--- src/rtl/dm_arbiter.sv ---
// Two-port sequencer in front of a registered-read data memory.
// Each access walks IDLE -> ISSUE -> RESP; arbitration is round-robin or port-0 priority with a starvation guard.
module dm_arbiter #(
  parameter int AW          = 16,
  parameter int DW          = 16,
  parameter int P0_PRIORITY = 0,
  parameter int MAX_WAIT    = 4
) (
  input  logic          clk,
  input  logic          rst,
  input  logic          p0_req,
  input  logic          p0_we,
  input  logic [AW-1:0] p0_addr,
  input  logic [DW-1:0] p0_wdata,
  output logic          p0_ack,
  output logic [DW-1:0] p0_rdata,
  input  logic          p1_req,
  input  logic          p1_we,
  input  logic [AW-1:0] p1_addr,
  input  logic [DW-1:0] p1_wdata,
  output logic          p1_ack,
  output logic [DW-1:0] p1_rdata,
  output logic          mem_we,
  output logic [AW-1:0] mem_addr,
  output logic [DW-1:0] mem_wdata,
  input  logic [DW-1:0] mem_rdata,
  output logic          busy,
  output logic          gnt_id
);
  localparam int WCW = $clog2(MAX_WAIT + 1);
  localparam logic [WCW-1:0] W_MAX = WCW'(MAX_WAIT);

  typedef enum logic [1:0] {IDLE = 2'd0, ISSUE = 2'd1, RESP = 2'd2} state_t;

  state_t          r_state;
  logic [WCW-1:0]  r_wait;
  logic            r_gnt;
  logic            r_ack0;
  logic            r_ack1;
  logic            r_we;
  logic            r_busy;
  logic [AW-1:0]   r_addr;
  logic [DW-1:0]   r_wdata;

  logic            w_tie;
  logic            w_win;

  // Winner is only meaningful when at least one port is requesting.
  always_comb begin
    w_tie = p0_req & p1_req;
    w_win = p1_req;
    if (w_tie) begin
      if (P0_PRIORITY == 0) w_win = ~r_gnt;
      else                  w_win = (r_wait == W_MAX);
    end
  end

  always_ff @(posedge clk) begin
    if (rst) begin
      r_state <= IDLE;
      r_wait  <= '0;
      r_gnt   <= 1'b1;
      r_ack0  <= 1'b0;
      r_ack1  <= 1'b0;
      r_we    <= 1'b0;
      r_busy  <= 1'b0;
      r_addr  <= '0;
      r_wdata <= '0;
    end else begin
      case (r_state)
        IDLE: begin
          if (p0_req | p1_req) begin
            r_gnt   <= w_win;
            r_we    <= w_win ? p1_we    : p0_we;
            r_addr  <= w_win ? p1_addr  : p0_addr;
            r_wdata <= w_win ? p1_wdata : p0_wdata;
            r_busy  <= 1'b1;
            r_state <= ISSUE;
            // Guard counts only port-0 wins over a waiting port 1; saturates.
            if (w_win)
              r_wait <= '0;
            else if (w_tie && (P0_PRIORITY != 0) && (r_wait != W_MAX))
              r_wait <= r_wait + 1'b1;
          end
        end
        ISSUE: begin
          r_we    <= 1'b0;
          r_ack0  <= ~r_gnt;
          r_ack1  <= r_gnt;
          r_state <= RESP;
        end
        RESP: begin
          r_ack0  <= 1'b0;
          r_ack1  <= 1'b0;
          r_busy  <= 1'b0;
          r_state <= IDLE;
        end
        default: r_state <= IDLE;
      endcase
    end
  end

  assign p0_ack    = r_ack0;
  assign p1_ack    = r_ack1;
  assign p0_rdata  = r_ack0 ? mem_rdata : '0;
  assign p1_rdata  = r_ack1 ? mem_rdata : '0;
  assign mem_we    = r_we;
  assign mem_addr  = r_addr;
  assign mem_wdata = r_wdata;
  assign busy      = r_busy;
  assign gnt_id    = r_gnt;
endmodule

--- config.mk ---
export PLATFORM = sky130hd
export DESIGN_NAME = dm_arbiter
export DESIGN_NICKNAME = d
export VERILOG_FILES = /design/src/rtl/dm_arbiter.sv
export SDC_FILE = /design/constraint.sdc
export NUM_CORES = 1
export LEC_CHECK = 0
export BUFFER_PORTS_ARGS = -buffer_cell sky130_fd_sc_hd__buf_2
export CORE_MARGIN = 3
export CORE_UTILIZATION = 38
export DETAILED_ROUTE_END_ITERATION = 6
export GPL_TIMING_DRIVEN = 0
export PLACE_DENSITY = 0.86
export SLEW_MARGIN = 10
export SYNTH_ARGS = -nofsm -noshare
export SYNTH_HDL_FRONTEND = slang
export SYNTH_SLANG_ARGS = --single-unit
--- constraint.sdc ---
create_clock -name clk -period 1.45 [get_ports clk]
set_input_delay 0.145 -clock clk [delete_from_list [all_inputs] [get_ports clk]]
set_output_delay 0.145 -clock clk [all_outputs]
set_load 0.005 [all_outputs]
==> results by group <==
Floorplan
  • Core footprint: 0.00568 mm^2
  • Starting utilization of the core area: 40.3%
  • Number of I/O pins: 155
  • Area enclosed by the die boundary: 0.00698 mm^2
  • Standard-cell rows: 27
  • Die span in y: 83.5 um
  • Die boundary width: 83.5 um

Clock network
  • CTS Root Cell: sky130_fd_sc_hd__clkbuf_8
  • Hold buffer count at cts: 0
  • Clock insertion delay at the later pin of the skew report: 0.29 ns
  • Num CTS Buffers: 5
  • Maximum buffer depth of the clock tree: 2
  • Count of H-tree levels built during CTS: 2
  • CTS clock-pin slew for the worst setup and hold paths: 0.07 ns
  • CTS tree: built
  • Clock sink total: 39

Place
  • Post-DP HPWL: 5340 um
  • Input/output buffers: 153
  • GPL Wtd Cong: 0.773

Final layout
  • Sequential cell area: 787 um^2
  • Fraction of final layout cells sized beyond drive strength 1: 60.3%
  • Synthesis-to-layout area growth: 44.1%
  • Area of the multi-input gates: 0.00135 mm^2
  • Count of fill cells added during filler insertion: 518
  • Finished Core Util: 58.0%
  • Most common library cell in the layout ignoring fill and taps: sky130_fd_sc_hd__buf_2
  • Commonest non-fill, non-tap cells in the layout: 158 x sky130_fd_sc_hd__buf_2, 37 x sky130_fd_sc_hd__nor2_1, 36 x sky130_fd_sc_hd__nand2_1, 34 x sky130_fd_sc_hd__dfxtp_1, 33 x sky130_fd_sc_hd__and2_1
  • NumNets Final: 506
  • Diode count: 0

Run status
  • Outcome: completed

Global route
  • Total grt overflow: 0
  • Tot GR Track Use: 19.6%
  • Wire length of the first global-routing pass: 11300 um
  • Largest net degree at the start of global routing: 12
  • Via count of the first global-routing pass: 2445
  • Initial antenna violation count: 1

Worst setup path
  • Data required time of the critical path: 1.64 ns
  • Worst setup path category: flip-flop to flip-flop
  • Crit Path Max Fanout: 5
  • Data arrival time of the worst path: 1.56 ns
  • Capturing element type of the critical path: flip-flop
  • Startpoint Class: flip-flop

Routing
  • Number of DRC violations after detailed routing: 0
  • Routed wire length per instance: 13.7 um
  • Router iterations before antenna repair: 4
  • Wire length reported by the detailed router: 6700 um
  • Detail Route Antenna Nets: 0
  • Average via count per standard cell: 4.88
  • Number of DRC markers in iteration 0: 56
  • Total number of vias: 2381

Pwr
  • Cell area power density: 1010 mW/mm^2
  • Post-layout power: 3330 uW
  • P_leak: 0.00164 uW
  • Maximum resistive drop on vdd: 0.000576 V

STA
  • Shortest period the worst path allows: 1.37 ns
  • Relative max-transition margin: 51.8%
  • Period Utilization, post-route: 94.4%
  • Worst-case clock skew: 0.00461 ns
  • Max-slew violation total from the final report: 0
  • Final setup fails: 0
  • Final hold viol count: 0
  • Highest Clock Rate: 0.730 GHz
  • Tightest Pin Transition: 0.722 ns

Logic synthesis
  • Seq/Total Area, Yosys: 34.2%
  • Warnings, synthesis: 0
  • Count of different cell masters after synthesis: 27
  • Netlist Area Pre-Place: 0.00228 mm^2
  • Net Count, Synth: 344
  • Cells after Synth: 254
  • Mean area per synthesized cell: 8.99 um^2
  • Flops & latches, synth: 39

Run
  • Max capacitance violation total: 0

Min path
  • Path class of the lowest-slack min-delay path: input port to flip-flop
critical path, cell delays in order (launching register included):
cell	delay [ns]
sky130_fd_sc_hd__dfxtp_2	0.34
sky130_fd_sc_hd__inv_2	0.09
sky130_fd_sc_hd__ha_4	0.16
sky130_fd_sc_hd__nor3b_2	0.32
sky130_fd_sc_hd__nor2_1	0.07
sky130_fd_sc_hd__nor4_1	0.29
synth_stat cells, drive strengths merged:
cell    number  area share (%)
a31oi        1            0.27
o21a         1            0.38
a21bo        1            0.44
ha           4             2.2
dfxtp       39              34
nor4         1            0.27
a21boi       1            0.49
and2        33             9.0
a311oi      32              20
nand2       66              14
or2          1            0.27
mux2i        3             1.3
clkbuf       5            0.82
nor2        37             6.1
buf         15             6.2
nand2b       1            0.27
nand3        1            0.22
a221oi       1            0.38
a21oi        4            0.88
nor3b        1            0.55
o21ai        2            0.44
inv          4            0.66
logic make-up after synthesis:
logic type | synth area share [%]
flops | 34.2
compound gates | 23.8
buf+inv | 7.72
simple gates | 30.8
fa+ha+maj | 2.19
mux | 1.31
repair_timing:
action,CTS,global route
setup endpoints to repair,52,52
setup buffers,0,2
gates resized for setup,8,9
per-layer routing:
layer	wire length, um	GRT usage, %	part of all wire [%]	vias up
met4	96	4.53	1.4	2
met5	20	0	0.30	-
met1	2630	22.2	39	1070
met2	3390	35.7	51	104
met3	562	6.32	8.4	13
li1	-	-	-	1192
through the flow:
step                instances  setup TNS [ns]  setup slack, ns  cell area [um^2]  hold slack, ns
CTS                       486               0           0.0160              3250           0.109
finish                    488               0           0.0810              3290           0.121
floorplan                 254               0           0.0986              2280           0.304
detailed placement        479           -2.52           -0.121              3140           0.427
global route              488       -0.000412        -0.000412              3290           0.113
global placement          479          -0.554          -0.0368              3140           0.413
state kept, by name, summed over array words and instances, names as in the netlist:
signal     count
p0_ack         1
p1_ack         1
mem_we         1
busy           1
mem_addr      16
r_state        2
gnt_id         1
mem_wdata     16
cell type report:
class / instances / share of cell area [%]
timing repair buffer: 155 / 23.7
multi-input combinational: 191 / 41.1
inverter: 4 / 0.456
sequential: 39 / 23.9
clock buffer: 6 / 2.51
tap: 72 / 2.74
buffer: 20 / 5.40
clock inverter: 1 / 0.152
power by group:
part | switching [uW] | total (uW) | internal (uW)
clock | 365 | 738 | 373
combinational | 631 | 1250 | 620
sequential | 101 | 1340 | 1240
path summary, 6_finish.rpt:
path	from	to	slack, ns	cells after the start
max	r_state[1]	mem_we	0.08	5
min	p1_wdata[7]	mem_wdata[7]	0.12	3
max reg2reg	r_state[1]	mem_we	0.08	5
min reg2reg	mem_wdata[7]	mem_wdata[7]	0.50	2
(Power assumes the default switching activity.)
